`src/rtl/sr_ff_ctrl.sv`:
```
// Round-robin sequencer sharing one sr_ff flag cell between NREQ requesters.
// Optional build macro SR_CHECK_EN adds a sticky Q/Qn consistency check on err.
module sr_ff_ctrl #(
    parameter int NREQ      = 4,
    parameter int PULSE_CYC = 1
) (
    input  logic            clk,
    input  logic            rst_n,
    input  logic [NREQ-1:0] req,
    input  logic [NREQ-1:0] op,
    output logic [NREQ-1:0] gnt,
    output logic            busy,
    output logic            S,
    output logic            R,
    input  logic            Q,
    input  logic            Qn,
    output logic            err
);
    // state    | meaning
    // IDLE     | waiting for any req; arbitration happens here
    // DRIVE    | S or R held high for PULSE_CYC cycles
    // SETTLE   | S=R=0, let the flag cell settle (Q/Qn checked here)
    // DONE     | one-cycle gnt to the latched winner, rr_ptr updated

    localparam int IW = (NREQ > 1) ? $clog2(NREQ) : 1;
    localparam int CW = (PULSE_CYC > 1) ? $clog2(PULSE_CYC) : 1;

    typedef enum logic [1:0] {
        ST_IDLE,
        ST_DRIVE,
        ST_SETTLE,
        ST_DONE
    } state_t;

    state_t          state;
    logic [IW-1:0]   rr_ptr;
    logic [IW-1:0]   win;
    logic [IW-1:0]   win_idx;
    logic            op_lat;
    logic [CW-1:0]   cnt;

    // search starts one past the last winner and wraps
    always_comb begin
        int j;
        logic found;
        win_idx = '0;
        found   = 1'b0;
        for (int i = 1; i <= NREQ; i++) begin
            j = int'(rr_ptr) + i;
            if (j >= NREQ) j = j - NREQ;
            if (!found && req[j]) begin
                win_idx = IW'(j);
                found   = 1'b1;
            end
        end
    end

    always_ff @(posedge clk or negedge rst_n) begin
        if (!rst_n) begin
            state  <= ST_IDLE;
            rr_ptr <= IW'(NREQ - 1);
            win    <= '0;
            op_lat <= 1'b0;
            cnt    <= '0;
            S      <= 1'b0;
            R      <= 1'b0;
            gnt    <= '0;
            busy   <= 1'b0;
        end else begin
            case (state)
                ST_IDLE: begin
                    gnt <= '0;
                    if (|req) begin
                        win    <= win_idx;
                        op_lat <= op[win_idx];
                        cnt    <= CW'(PULSE_CYC - 1);
                        S      <= op[win_idx];
                        R      <= ~op[win_idx];
                        busy   <= 1'b1;
                        state  <= ST_DRIVE;
                    end
                end
                ST_DRIVE: begin
                    if (cnt == '0) begin
                        S     <= 1'b0;
                        R     <= 1'b0;
                        state <= ST_SETTLE;
                    end else begin
                        cnt <= cnt - 1'b1;
                    end
                end
                ST_SETTLE: begin
                    gnt   <= {{(NREQ-1){1'b0}}, 1'b1} << win;
                    state <= ST_DONE;
                end
                ST_DONE: begin
                    gnt    <= '0;
                    rr_ptr <= win;
                    busy   <= 1'b0;
                    state  <= ST_IDLE;
                end
                default: begin
                    S     <= 1'b0;
                    R     <= 1'b0;
                    gnt   <= '0;
                    busy  <= 1'b0;
                    state <= ST_IDLE;
                end
            endcase
        end
    end

`ifdef SR_CHECK_EN
    // sampled on the SETTLE->DONE edge; sticky until reset
    always_ff @(posedge clk or negedge rst_n) begin
        if (!rst_n) begin
            err <= 1'b0;
        end else if (state == ST_SETTLE && ((Q != op_lat) || (Qn == Q))) begin
            err <= 1'b1;
        end
    end
`else
    logic unused_q;
    assign unused_q = Q ^ Qn ^ op_lat;
    assign err      = 1'b0;
`endif

endmodule

```
`config.mk`:
```
export PLATFORM = sky130hd
export DESIGN_NAME = sr_ff_ctrl
export DESIGN_NICKNAME = d
export VERILOG_FILES = /design/src/rtl/sr_ff_ctrl.sv
export SDC_FILE = /design/constraint.sdc
export NUM_CORES = 1
export LEC_CHECK = 0
export BUFFER_PORTS_ARGS = -buffer_cell sky130_fd_sc_hd__buf_2
export CAP_MARGIN = 5
export CORE_UTILIZATION = 53
export DETAILED_ROUTE_END_ITERATION = 8
export GPL_ROUTABILITY_DRIVEN = 0
export GPL_TIMING_DRIVEN = 0
export PLACE_DENSITY_LB_ADDON = 0.2
export SLEW_MARGIN = 20
export SYNTH_ARGS = -nofsm -noshare
export SYNTH_HDL_FRONTEND = slang
export SYNTH_SLANG_ARGS = --single-unit
```
`constraint.sdc`:
```
create_clock -name clk -period 5.4 [get_ports clk]
set_clock_uncertainty 0.15 [all_clocks]
set_input_delay 0.81 -clock clk [delete_from_list [all_inputs] [get_ports clk]]
set_output_delay 0.81 -clock clk [all_outputs]
set_load 0.03 [all_outputs]
```
Yosys cells after proc, flatten, opt, wreduce, memory -nomap -nowiden
Index checks and enable logic that the tools add are counted.

Bits in registers: 14. Bits of input ports: 12. Output and inout port bits: 8. Word-level logic and storage cells: 89.

Add/subtract/negate cells: 9. $lt $le $gt $ge: 9. Equal/unequal tests: 5. Shifts and indexed selects: 1. Multiplexer cells: 39. Bitwise gates (word level): 1. Reduce and logical (&&, ||, !) cells: 17.

Operator list (count): 32-bit by 4-bit less-than comparator with 1-bit output, second input constant (4); 32-bit two-way mux (4); 1-bit two-way mux (18); 2-bit two-way mux (6); 3-bit by 3-bit subtractor with 4-bit output, second input constant (3); 1-bit binary-select mux with 2-bit select (5); 3-bit greater-or-equal comparator, second input constant (3); 1-bit one-hot mux with 2 select lines (4); 2-bit one-hot mux with 4 select lines (1); 4-bit one-hot mux with 2 select lines (1); 2-bit AND reduction (4); 2-bit by 2-bit adder with 3-bit output, second input constant (2); 2-bit nonzero test (3); 4-bit by 3-bit subtractor with 5-bit output, second input constant (1); 2-bit by 3-bit adder with 4-bit output, second input constant (1); 2-bit equality test, second input constant (2); 4-bit by 3-bit greater-or-equal comparator with 1-bit output, second input constant (1); 2-bit inequality test, second input constant (2); 4-bit OR reduction (1); 1-bit by 2-bit left shift with 4-bit output, first input constant (1); 2-bit by 1-bit adder with 3-bit output, second input constant (1); 1-bit logical AND (3); 1-bit zero test (3); 2-bit by 3-bit less-than comparator with 1-bit output, second input constant (1); other kinds (6) (6).

Longest topological paths before layout
Word-level depth: 21. Depth in mapped cells: 6. Gate-level depth less buffers: 6.

Worst setup path before layout
Ideal clock, no wire load.

Path type: input to register. From: in req[3]. To: reg R. Library setup time: 0.120 ns. Arrival: 1.792 ns. Data required time: 5.130 ns. Slack: 3.338 ns. Stages on the path: 5. Path buffers: 0. Cells stage by stage: nor2b_1 -> a21oi_1 -> o221ai_1 -> mux2_2 -> a31o_1.

Cells in the longest elaborated chain, start to end: 18. Elaborated cells between the ends (all ways): 33. Those cells by class: eq/ne: 1; mux: 23; bitwise: 1; reduce/logical: 8.

Ends and longest elaborated chain: start, declared (RTL line 9) `input logic [NREQ-1:0] req,`; 1-bit binary-select mux with 2-bit select (RTL line 51) `if (!found && req[j]) begin`; 1-bit two-way mux (not written as such) (2 in series) (RTL line 51); 1-bit two-way mux (RTL line 51); 1-bit zero test (RTL line 51); 1-bit logical AND (RTL line 51); 1-bit two-way mux (RTL line 51); 1-bit zero test (RTL line 51); 1-bit logical AND (RTL line 51); 1-bit two-way mux (RTL line 51); 1-bit zero test (RTL line 51); 1-bit logical AND (RTL line 51); 2-bit two-way mux (RTL line 51); 1-bit binary-select mux with 2-bit select (RTL line 78) `R <= ~op[win_idx];`; 1-bit two-way mux (not written as such) (RTL line 78); 1-bit NOT (RTL line 78); 1-bit two-way mux (RTL line 73) `if (|req) begin`; 1-bit one-hot mux with 2 select lines (RTL line 70) `case (state)`; end signal, assigned (RTL line 78); end, declared (RTL line 14) `output logic R,`.

Parallel ways exist; a longest one is shown, timed or not. The select of a mux whose other input is x is not followed. A chain may end at the register's enable or synchronous reset.

Worst setup path after layout
Ends and elaborated chain as after synthesis.

==> results.txt <==
Final Critical Period - 2.00 ns
post-synthesis cell count - 71
final cell count without fillers - 106
CP Capture Type - flip-flop
Vias/cell - 5.42
CP max FO - 5
Die W - 39.6 um
clock-pin slew on the worst setup and hold paths - 0.09 ns
Clock Latency Late Sink - 0.27 ns
Worst path max stage delay - 0.38 ns
Critical Path AT - 2.02 ns
routed len/inst - 12.4 um
syn avg cell area - 10.6 um^2
Least-Margin Pin Slew - 0.509 ns
first-pass GRT wire length - 1.99 mm
Crit Path Class - input pin to flip-flop
Hold Crit Class - input pin to asynchronous set/reset pin
Starting Density - 0.576
Seq cells post-synth - 13
layout cell share with drive strength beyond 1 - 0.352
Ys Warns - 0
register area share after synthesis - 0.437
Synth area leaders - dfrtp_1, ha_1, mux2_2, dfstp_2, mux2i_1
final worst setup slack - 3.40 ns
Netlist cell types - 25
CP Cell Sequence - buf_2 > nor2b_1 > a21oi_1 > o221ai_1 > mux2_2 > a31o_1
clk buf depth - 2
grt total ovfl - 0
dominant cell type by area after synthesis - dfrtp_1
Post-CTS Resized - 0
Final ANT Viol Nets - 0
pre-CTS WS - 3.09 ns
Syn Nets - 89
Final TNS setup - 0 ns
Num CTS Buffers - 3
Site Rows - 13
IO Pins - 20
Die H - 39.6 um
# clock sinks - 13
initial antenna violation count - 0
PortBufs - 16
Pleak - 0.428 nW
area of the mapped netlist - 749 um^2
router iterations before antenna repair - 5
DRC marker count from the first detailed-route iteration - 15
Final period util - 0.370
Critical Path Source Type - input pin
DR DRC count - 0
Hold Vio Cnt, Final - 0
largest net degree at the start of global routing - 14
final max-slew violation count - 0
VDD IR-drop max - 0.355 mV
max capacitance violation total - 0
Final setup viols - 0
vias in the first global route - 444
Final Power - 0.000487 W
CTS tree - done
core area - 1300 um^2
Ant. Diodes - 0
post-synth top area share - 0.367
die area - 1570 um^2
Worst path top cell family by delay - compound AO/OA/AOI/OAI gates
fmax - 0.500 GHz
WL final - 1.31 mm
Syn-to-layout area delta - 16.9%
Slew HR - 0.658
vias post-DR - 575
NumNets Final - 110
slowest CP cell - mux2_2
WP buf/inv - 1
CP required - 5.42 ns
dpl cells - 102
H-tree levels - 1
RSZ-0062 raised after global routing - no
Hold Buf Count CTS - 0
DP HPWL - 999 um
status - completed
postcts setup bufs - 0
Util after Layout - 0.673
CTS root buffer - clkbuf_4
gr usage total - 0.204
pwr dens - 556 nW/um^2
## flip-flops by register name (all words and copies together), names as in the netlist
register / cells
busy: 1
gnt: 4
win: 2
state: 2
rr_ptr: 2
R: 1
S: 1
## layout make-up
class                           count  area [um^2]
Buffer                              1         7.51
Clock buffer                        3         22.5
Clock inverter                      1         5.00
Fill cell                         115          425
Inverter                            3         11.3
Multi-Input combinational cell     54          403
Sequential cell                    13          328
Tap cell                           15         18.8
Timing Repair Buffer               16         80.1
## worst register-to-register path: cells and delay by family (launching register included)
kind	cells	cell delay, ns
AO/OA/AOI/OAI	3	0.50
multiplexers	1	0.38
AND/OR/NAND/NOR	1	0.12
flip-flops	1	0.60
## metrics by stage
stage          cell area, um^2  hold WS, ns
2_1_floorplan              749        0.364
3_3_place_gp               848        0.311
3_5_place_dp               848        0.318
4_1_cts                    876        0.260
5_1_grt                    876        0.257
6_report                   876        0.253
## metal layers
layer,up-vias,track usage,wire length [um]
li1,289,-,-
met1,271,0.274,577
met2,15,0.299,676
met3,0,0.0682,58
met4,0,0.0776,0
met5,-,0,0
## kinds of logic (layout without fill, tap and decap cells)
logic type	count (synthesis)	after routing	synth area share
flip-flops	13	13	0.437
AO/OA/AOI/OAI	16	16	0.157
other	1	1	0.00500
adder cells (fa/ha/maj)	6	6	0.100
multiplexers	8	8	0.115
buffers and inverters	4	24	0.0250
AND/OR/NAND/NOR	23	23	0.160
## cells in the mapped netlist
master     n
a32o_1     2
dfstp_2    2
a31o_1     1
buf_4      1
dfrtp_1   11
o221ai_1   1
a21oi_1    4
inv_1      3
mux2i_1    3
nand2_1    7
nor2_1     5
a31oi_4    1
nand3b_1   1
nor2b_1    1
a21o_2     1
o21ai_1    1
nand2b_2   1
nor4_2     1
conb_1     1
nand2b_1   3
mux2_2     5
and3_1     1
o21ai_0    5
ha_1       6
nand3_1    3
## path summary, 6_finish.rpt
kind | startpoint | slack [ns] | depth (start not counted) | endpoint
hold reg to reg | gnt[3] | 0.33 | 2 | gnt[3]
max in group asynchronous | rst_n | 4.57 | 1 | rr_ptr[0]
setup / recovery | req[3] | 3.40 | 6 | R
hold / removal | rst_n | 0.25 | 1 | gnt[1]
min in group clk | gnt[3] | 0.33 | 2 | gnt[3]
setup reg to reg | rr_ptr[1] | 3.55 | 5 | R
## placed cells by master, fill, tap and decap left out
cell type  instances
ha_1               6
conb_1             1
o221ai_1           1
inv_1              3
nand2b_2           1
a31o_1             1
nand2_1            7
nand3b_1           1
buf_4              1
dfstp_2            2
clkinv_2           1
a21o_2             1
nor2b_1            1
nand2b_1           3
dfrtp_1           11
o21ai_0            5
mux2_2             5
o21ai_1            1
buf_2             16
nor4_2             1
a31oi_4            1
a21oi_1            4
nor2_1             5
mux2i_1            3
nand3_1            3
clkbuf_4           3
a32o_1             2
and3_1             1
## where the power goes
group | switching (W) | internal, W | total [W]
combinational | 0.000141 | 0.000107 | 0.000248
clock | 0.0000330 | 0.0000274 | 0.0000604
sequential | 0.0000354 | 0.000144 | 0.000179
total | 0.000209 | 0.000278 | 0.000487
Power figures use the tool's default switching activity.
